==> src/rtl/mem_arbiter_if.sv <==
// Bundles the two requester ports and the single-port mem bus of mem_arbiter.
// slave is the arbiter side; master is the requesters-plus-memory side.
interface mem_arbiter_if #(
  parameter int ADDR_W = 32,
  parameter int DATA_W = 32
);
  logic              req0, lock0, wr_en0, ack0;
  logic [ADDR_W-1:0] addr0;
  logic [DATA_W-1:0] data_in0, data_out0;

  logic              req1, lock1, wr_en1, ack1;
  logic [ADDR_W-1:0] addr1;
  logic [DATA_W-1:0] data_in1, data_out1;

  logic              wr_en;
  logic [ADDR_W-1:0] addr;
  logic [DATA_W-1:0] data_out, data_in;

  logic              busy, timeout;

  modport slave (
    input  req0, lock0, wr_en0, addr0, data_in0,
    output data_out0, ack0,
    input  req1, lock1, wr_en1, addr1, data_in1,
    output data_out1, ack1,
    output wr_en, addr, data_out,
    input  data_in,
    output busy, timeout
  );

  modport master (
    output req0, lock0, wr_en0, addr0, data_in0,
    input  data_out0, ack0,
    output req1, lock1, wr_en1, addr1, data_in1,
    input  data_out1, ack1,
    input  wr_en, addr, data_out,
    output data_in,
    input  busy, timeout
  );
endinterface

==> src/rtl/mem_arbiter.sv <==
// Two-requester round-robin arbiter for a single-port mem: IDLE -> ACC -> RESP.
// Define ARB_TIMEOUT_EN to break a held lock after LOCK_MAX consecutive grants.
module mem_arbiter #(
  parameter int ADDR_W   = 32,
  parameter int DATA_W   = 32,
  parameter int LOCK_MAX = 8
) (
  input  logic          clk,
  input  logic          nrst,
  mem_arbiter_if.slave  bus
);

  typedef enum logic [1:0] {IDLE, ACC, RESP} state_t;

  typedef struct packed {
    logic              wr;
    logic [ADDR_W-1:0] addr;
    logic [DATA_W-1:0] data;
  } cmd_t;

  state_t state, state_nxt;
  cmd_t   cmd, cmd_nxt;
  logic   last, g;
  logic   grant, win, relock, brk, lk_max;

  logic [1:0]             req, lock, wr_in;
  logic [1:0][ADDR_W-1:0] addr_in;
  logic [1:0][DATA_W-1:0] wdata_in;
  logic [1:0][DATA_W-1:0] rd_q;

  assign req      = {bus.req1, bus.req0};
  assign lock     = {bus.lock1, bus.lock0};
  assign wr_in    = {bus.wr_en1, bus.wr_en0};
  assign addr_in  = {bus.addr1, bus.addr0};
  assign wdata_in = {bus.data_in1, bus.data_in0};

  always_ff @(posedge clk or negedge nrst) begin
    if (!nrst) begin
      state <= IDLE;
      last  <= 1'b1;
      g     <= 1'b0;
      cmd   <= '0;
    end else begin
      state <= state_nxt;
      if (grant) begin
        g    <= win;
        last <= win;
        cmd  <= cmd_nxt;
      end
    end
  end

  always_comb begin
    state_nxt = state;
    cmd_nxt   = cmd;
    grant     = 1'b0;
    win       = g;
    relock    = 1'b0;
    brk       = 1'b0;
    case (state)
      IDLE: begin
        if (|req) begin
          grant = 1'b1;
          win   = (req == 2'b11) ? ~last : req[1];
        end
      end
      ACC: state_nxt = RESP;
      RESP: begin
        // A locked owner keeps the port unless its lock budget is spent and the other side waits.
        if (req[g] && lock[g] && !(lk_max && req[~g])) begin
          grant  = 1'b1;
          win    = g;
          relock = 1'b1;
        end else if (req[~g]) begin
          grant = 1'b1;
          win   = ~g;
          brk   = req[g] && lock[g];
        end else begin
          state_nxt = IDLE;
        end
      end
      default: state_nxt = IDLE;
    endcase
    if (grant) begin
      state_nxt    = ACC;
      cmd_nxt.wr   = wr_in[win];
      cmd_nxt.addr = addr_in[win];
      cmd_nxt.data = wdata_in[win];
    end
  end

`ifdef ARB_TIMEOUT_EN
  localparam int CNT_W = (LOCK_MAX > 1) ? $clog2(LOCK_MAX) : 1;
  logic [CNT_W-1:0] lk_cnt;

  assign lk_max = (lk_cnt == CNT_W'(LOCK_MAX - 1));

  // Saturates so a long solo lock still yields as soon as the other side asks.
  always_ff @(posedge clk or negedge nrst) begin
    if (!nrst)      lk_cnt <= '0;
    else if (grant) lk_cnt <= relock ? (lk_max ? lk_cnt : lk_cnt + 1'b1) : '0;
  end
`else
  logic unused_cfg;
  assign lk_max     = 1'b0;
  assign unused_cfg = (LOCK_MAX != 0) ^ relock;
`endif

  // Read data is captured at the edge that closes ACC; writes leave it alone.
  always_ff @(posedge clk or negedge nrst) begin
    if (!nrst) begin
      rd_q <= '0;
    end else if (state == ACC && !cmd.wr) begin
      for (int i = 0; i < 2; i++)
        if (g == 1'(i)) rd_q[i] <= bus.data_in;
    end
  end

  assign bus.wr_en     = (state == ACC) && cmd.wr;
  assign bus.addr      = cmd.addr;
  assign bus.data_out  = cmd.data;
  assign bus.ack0      = (state == RESP) && !g;
  assign bus.ack1      = (state == RESP) && g;
  assign bus.data_out0 = rd_q[0];
  assign bus.data_out1 = rd_q[1];
  assign bus.busy      = (state != IDLE);
  assign bus.timeout   = brk;

endmodule

==> src/flat_wrapper.sv <==
// flat-port wrapper written by rule: the top's interface ports become plain ports
module mem_arbiter_flat 
#(
  parameter int ADDR_W   = 32,
  parameter int DATA_W   = 32,
  parameter int LOCK_MAX = 8
)
  (clk, nrst, bus_req0, bus_lock0, bus_wr_en0, bus_addr0, bus_data_in0, bus_data_out0, bus_ack0, bus_req1, bus_lock1, bus_wr_en1, bus_addr1, bus_data_in1, bus_data_out1, bus_ack1, bus_wr_en, bus_addr, bus_data_out, bus_data_in, bus_busy, bus_timeout);
  mem_arbiter_if #(.ADDR_W(ADDR_W), .DATA_W(DATA_W)) bus_i ();
  input  logic clk;
  input  logic nrst;
  input wire logic [$bits(bus_i.req0)-1:0] bus_req0;
  input wire logic [$bits(bus_i.lock0)-1:0] bus_lock0;
  input wire logic [$bits(bus_i.wr_en0)-1:0] bus_wr_en0;
  input wire logic [$bits(bus_i.addr0)-1:0] bus_addr0;
  input wire logic [$bits(bus_i.data_in0)-1:0] bus_data_in0;
  output wire logic [$bits(bus_i.data_out0)-1:0] bus_data_out0;
  output wire logic [$bits(bus_i.ack0)-1:0] bus_ack0;
  input wire logic [$bits(bus_i.req1)-1:0] bus_req1;
  input wire logic [$bits(bus_i.lock1)-1:0] bus_lock1;
  input wire logic [$bits(bus_i.wr_en1)-1:0] bus_wr_en1;
  input wire logic [$bits(bus_i.addr1)-1:0] bus_addr1;
  input wire logic [$bits(bus_i.data_in1)-1:0] bus_data_in1;
  output wire logic [$bits(bus_i.data_out1)-1:0] bus_data_out1;
  output wire logic [$bits(bus_i.ack1)-1:0] bus_ack1;
  output wire logic [$bits(bus_i.wr_en)-1:0] bus_wr_en;
  output wire logic [$bits(bus_i.addr)-1:0] bus_addr;
  output wire logic [$bits(bus_i.data_out)-1:0] bus_data_out;
  input wire logic [$bits(bus_i.data_in)-1:0] bus_data_in;
  output wire logic [$bits(bus_i.busy)-1:0] bus_busy;
  output wire logic [$bits(bus_i.timeout)-1:0] bus_timeout;
  assign bus_i.req0 = bus_req0;
  assign bus_i.lock0 = bus_lock0;
  assign bus_i.wr_en0 = bus_wr_en0;
  assign bus_i.addr0 = bus_addr0;
  assign bus_i.data_in0 = bus_data_in0;
  assign bus_data_out0 = bus_i.data_out0;
  assign bus_ack0 = bus_i.ack0;
  assign bus_i.req1 = bus_req1;
  assign bus_i.lock1 = bus_lock1;
  assign bus_i.wr_en1 = bus_wr_en1;
  assign bus_i.addr1 = bus_addr1;
  assign bus_i.data_in1 = bus_data_in1;
  assign bus_data_out1 = bus_i.data_out1;
  assign bus_ack1 = bus_i.ack1;
  assign bus_wr_en = bus_i.wr_en;
  assign bus_addr = bus_i.addr;
  assign bus_data_out = bus_i.data_out;
  assign bus_i.data_in = bus_data_in;
  assign bus_busy = bus_i.busy;
  assign bus_timeout = bus_i.timeout;
  mem_arbiter #(.ADDR_W(ADDR_W), .DATA_W(DATA_W), .LOCK_MAX(LOCK_MAX)) u_core (.clk(clk), .nrst(nrst), .bus(bus_i));
endmodule
==> config.mk <==
export PLATFORM = sky130hd
export DESIGN_NAME = mem_arbiter_flat
export DESIGN_NICKNAME = d
export VERILOG_FILES = /design/src/rtl/mem_arbiter_if.sv /design/src/rtl/mem_arbiter.sv /design/src/flat_wrapper.sv
export SDC_FILE = /design/constraint.sdc
export NUM_CORES = 1
export LEC_CHECK = 0
export ABC_AREA = 1
export ABC_CLOCK_PERIOD_IN_PS = 1600
export CORE_AREA = 4 4 132 134
export DETAILED_ROUTE_END_ITERATION = 7
export DIE_AREA = 0 0 136 138
export PLACE_DENSITY = 0.88
export SYNTH_ARGS = -nofsm -noshare
export SYNTH_HDL_FRONTEND = slang
export SYNTH_SLANG_ARGS = --single-unit
==> constraint.sdc <==
create_clock -name clk -period 1.6 [get_ports clk]
set_input_delay 0.4 -clock clk [delete_from_list [all_inputs] [get_ports clk]]
set_output_delay 0.4 -clock clk [all_outputs]
set_load 0.01 [all_outputs]
* After elaboration in Yosys (flattened, before gate mapping)
Index checks and enable logic that the tools add are counted.
** Storage, ports and cells
- Word-level logic and storage cells :: 57
- Memory bits (read-only) :: 0
- Bits in latches :: 0
- Memories :: 0
- Bits in writable memories :: 0
- Bits in registers :: 133
- Input port bits :: 168
** Cells by class
- Reductions and logical operators :: 13
- Magnitude comparators :: 3
- Bitwise operators :: 2
- $add $sub $neg :: 0
- $mul :: 0
- Div/mod/pow operators :: 0
- Equality and inequality tests :: 6
- Shift-type cells :: 0
- Muxes and demuxes :: 25
** Operator list (count)
- 32-bit 2-to-1 mux :: 4
- 1-bit 2-to-1 mux :: 15
- 1-bit by 2-bit < comparator with 1-bit output (second input constant) :: 3
- 2-bit 2-to-1 mux :: 3
- 3-bit by 2-bit inequality test with 1-bit output (second input constant) :: 2
- 2-bit case mux with 3 select lines :: 1
- 1-bit logical AND :: 5
- 2-bit equality test (second input constant) :: 2
- 1-bit case mux with 2 select lines :: 2
- 2-bit AND reduction :: 2
- 3-bit AND reduction :: 1
- 2-bit by 1-bit equality test with 1-bit output (second input constant) :: 1
- 1-bit zero test :: 2
- 2-bit zero test :: 1
- 2-bit by 1-bit inequality test with 1-bit output (second input constant) :: 1
- 1-bit inverter :: 2
- 2-bit nonzero test :: 1
- 2-bit OR reduction :: 1

* Longest topological paths before layout
- Depth in word-level cells :: 8
- Mapped depth :: 12
- Depth with buffers taken out :: 9

* Worst setup path before layout
No wires, ideal clock.
- Path kind :: reg-to-reg
- Start point :: register u_core.g
- End point :: register u_core.cmd (netlist bit u_core.bus.data_out[0])
- Buffers on the path :: 3
- Library setup time :: 0.118 ns
- Path slack :: 0.154 ns
- Period minus slack after synthesis :: 1.446 ns
- Data required time :: 1.482 ns
- Stages on the path, launching flop included :: 12
- Arrival time :: 1.328 ns
- Cell sequence :: dfrtp_1 > buf_6 > inv_4 > nand2_1 > nand3_2 > nand2_1 > nand2_2 > buf_4 > buf_2 > nand3_1 > nand3_1 > nand2_1
** On the way
- Longest elaborated chain between the ends :: 7
** RTL lines
- start: declaration :: line mem_arbiter.sv:23 : logic last, g;
- start signal: assignment :: line mem_arbiter.sv:46 : g <= win;
- 1-bit 2-to-1 mux, on equally long branches
- 1-bit 2-to-1 mux, on equally long branches :: line mem_arbiter.sv:74, mem_arbiter.sv:70
- 1-bit 2-to-1 mux or 1-bit logical AND (tied branches) :: line mem_arbiter.sv:74, mem_arbiter.sv:70
- 1-bit 2-to-1 mux :: line mem_arbiter.sv:70 : if (req[g] && lock[g] && !(lk_max && req[~g])) begin
- 1-bit case mux with 2 select lines :: line mem_arbiter.sv:60 : case (state)
- 32-bit 2-to-1 mux (implied by the code) (2 in series) :: line mem_arbiter.sv:88 : cmd_nxt.data = wdata_in[win];
- end signal: assignment :: line mem_arbiter.sv:48 : cmd <= cmd_nxt;
- end: declaration :: line mem_arbiter.sv:22 : cmd_t cmd, cmd_nxt;
Several ways; a longest one is shown, not always the timed one. The select of a mux whose other input is x is not followed.
A chain may end at the register's enable or synchronous reset.

* Final worst setup path
- Start point :: register u_core.g
- End point :: register u_core.cmd (netlist bit u_core.bus.addr[30])
** On the way
- Longest elaborated chain between the ends :: 7
** RTL lines
- 1-bit 2-to-1 mux, on equally long branches
- 1-bit 2-to-1 mux, on equally long branches :: line mem_arbiter.sv:74, mem_arbiter.sv:70
- 1-bit 2-to-1 mux or 1-bit logical AND (tied branches) :: line mem_arbiter.sv:74, mem_arbiter.sv:70
- 1-bit 2-to-1 mux :: line mem_arbiter.sv:70
- 1-bit case mux with 2 select lines :: line mem_arbiter.sv:60
- 32-bit 2-to-1 mux (implied by the code) (2 in series) :: line mem_arbiter.sv:87 : cmd_nxt.addr = addr_in[win];
Several ways; a longest one is shown, not always the timed one. The select of a mux whose other input is x is not followed.

==> impl_results.md <==
- Failing checks: negative setup slack
- Fraction of layout instances using a drive strength above 1: 25.4%
- Final setup margin: -0.207 ns
- Crit path time final: 1.81 ns
- Clock-pin slew on the worst setup and hold paths: 0.07 ns
- Worst reg2reg endpoint: u_core.bus.addr[30]
- Via count: 7362
- Warnings from Yosys: 0
- Net count, final: 1354
- DR DRC count: 0
- CTS Buffer Depth: 2
- RR Startpoint: u_core.g
- Clock Tree Root: clkbuf_16
- Placeable Area: 0.0163 mm²
- VDD IR max: 0.00118 V
- Average wire per standard cell: 21.1 µm
- Period utilization: 113%
- Die Wd: 136 µm
- Largest net degree at the start of global routing: 65
- I/O Buffers: 299
- Final Hold Viols: 0
- Worst-Skew Late Latency: 0.42 ns
- Fin cells: 1419
- F_max: 0.553 GHz
- Distinct cells, synth: 22
- DP Worst Slack: -0.545 ns
- CP bufs+invs: 4
- Area delta synth->final: 76.7%
- Antenna diodes: 0
- Leak Pwr: 6.44 nW
- Setup TNS: -9.27 ns
- Crit path max-delay family: simple AND/OR/NAND/NOR gates
- Filler Cell Count: 1062
- Reg-to-reg setup timing slack: -0.21 ns
- Synthesized Nets: 1073
- Initial Utilization: 42.1%
- Die Y: 138 µm
- Initial DRC count: 561
- Max-slew violations: 0
- Crit start category: flip-flop
- DRT Wirelength: 30000 µm
- RSZ-0062 raised after global routing: yes
- Maxcap violations: 0
- Endpoints failing setup: 69
- Antenna-violating nets left: 0
- TritonRoute pass-1 iters: 5
- CP arrival: 2.10 ns
- DIE AREA: 0.0188 mm²
- Routability cong.: 0.808
- Crit. End Element: flip-flop
- Final Skew: 0.0136 ns
- Final Core Density: 74.5%
- Worst EP required: 1.89 ns
- R2R cell count: 11
- Clock sinks: 133
- Pwr/cell area: 2250 mW/mm²
- Outcome: finished with violations
- WHS: 0.443 ns
- Worst hold path class: input pin to asynchronous set/reset pin
- Critical path type: flip-flop to flip-flop
- Crit path to: u_core.bus.addr[30]
- WP depth: 11
- Vias in the first global route: 7344
- Synthesis-stage register bit count: 133
- Dpl cells: 1338
- Cell Area, Synth: 0.00687 mm²
- CP max FO: 5
- Placement Rows: 47
- HPWL Detailed: 14900 µm
- H-tree depth: 4
- Mean number of vias per cell: 5.19
- Crit-path max cell delay: 0.47 ns
- All-Layer GR Usage: 27.9%
- Critical Path Start: u_core.g
- Gate Count Post-Synth: 905
- Worst path slowest cell: dfrtp_2
- CTS tree: done
- Sequential area share after synthesis: 48.5%
- Syn_area_per_cell: 7.59 µm²
- Initial antenna violation count: 0
- Total global routing overflow: 0
- CTS buffer count: 17
- First-pass GRT wire length: 40500 µm
- CP cell instances: inv_4 > nand3_4 > nand2_4 > nor2_4 > nor2_4 > buf_6 > buf_12 > buf_12 > nand3_4 > nand3_2 > nand2_2
- Ports: 301
## synth_stat cells, drive strengths merged
| cell | instances | area share, % |
|---|---|---|
| nand3 | 137 | 10 |
| clkbuf | 10 | 0.55 |
| buf | 103 | 10 |
| dfrtp | 132 | 48 |
| o21ai | 67 | 4.9 |
| conb | 1 | 0.055 |
| dfstp | 1 | 0.38 |
| nand2 | 270 | 15 |
| inv | 172 | 9.4 |
| nor3 | 1 | 0.073 |
| nand3b | 1 | 0.11 |
| nor2 | 10 | 0.80 |
## worst min path at each step
stage / start / endpoint / cells past startpoint
global route: nrst / u_core.bus.data_out[11] / 2
CTS: nrst / u_core.bus.data_out[26] / 2
floorplan: nrst / u_core.bus.addr[0] / 0
detailed placement: nrst / u_core.bus.addr[22] / 1
global placement: nrst / u_core.bus.data_out[26] / 1
finish: nrst / u_core.bus.data_out[11] / 2
## state kept, by name (all words and copies together) (netlist names)
name                  count
u_core.last               1
u_core.bus.data_out      32
u_core.bus.data_out1     32
u_core.g                  1
u_core.bus.addr          32
u_core.state              2
u_core.bus.data_out0     32
u_core.cmd                1
## placed cells by master (no fill, tap or decap), types with 2 or more instances in the layout
cell type / n
buf_12: 22
buf_16: 14
clkinvlp_4: 3
dfrtp_2: 2
o21ai_1: 3
nand2_2: 39
buf_6: 20
inv_1: 167
nor2_4: 6
inv_6: 6
buf_8: 6
nand3_1: 20
nand2_4: 17
nor2_1: 2
clkdlybuf4s50_1: 163
dlygate4sd2_1: 130
buf_4: 12
nand3_2: 98
inv_2: 3
clkbuf_16: 23
o21ai_0: 63
inv_8: 2
nand3_4: 19
dfrtp_1: 130
nor2_2: 2
clkbuf_8: 2
nand2_1: 213
## layer usage
| metal | up-vias | global-route usage [%] | wire length [µm] |
|---|---|---|---|
| met4 | 0 | 13.1 | 1660 |
| met5 | - | 0 | 0 |
| met2 | 464 | 48.1 | 15100 |
| met3 | 133 | 6.36 | 2620 |
| li1 | 3240 | - | - |
| met1 | 3525 | 32.9 | 10600 |
## report_power, final
group          total [W]  switching (W)  internal, W
Sequential       0.00615       0.000987      0.00516
Combinational     0.0173        0.00942      0.00792
Clock            0.00383        0.00172      0.00212
Total             0.0273         0.0121       0.0152
## stage by stage
stage,cell area (µm²),total power (W)
finish,12100,0.0273
global route,12100,0.0286
CTS,11500,0.0253
detailed placement,9710,0.0176
global placement,9710,0.0172
floorplan,6870,0.0129
## timing repair
| action | in CTS | in global routing |
|---|---|---|
| hold buffers | 1 | 0 |
| gates resized for setup | 293 | 145 |
| endpoints found under the hold margin | 22 | 0 |
| pin swaps | 35 | 93 |
| endpoints found under the setup margin | 198 | 135 |
| gates cloned | 20 | 7 |
| setup buffers | 27 | 5 |
## cell families after synthesis
| kind of cell | after synthesis | share of synthesized area [%] |
|---|---|---|
| flip-flops | 133 | 48.5 |
| buffers and inverters | 285 | 20.5 |
| other | 1 | 0.0546 |
| AO/OA/AOI/OAI | 67 | 4.88 |
| AND/OR/NAND/NOR | 419 | 26.1 |
## layout make-up
cell class                      instances  area [µm²]  share of cell area [%]
Timing Repair Buffer                  375        4170                    34.4
Sequential cell                       133        3330                    27.5
Multi-Input combinational cell        487        3120                    25.7
Inverter                              172         661                    5.45
Clock buffer                           19         453                    3.73
Tap cell                              220         275                    2.27
Clock inverter                         13         111                   0.918
(Power assumes the default switching activity.)
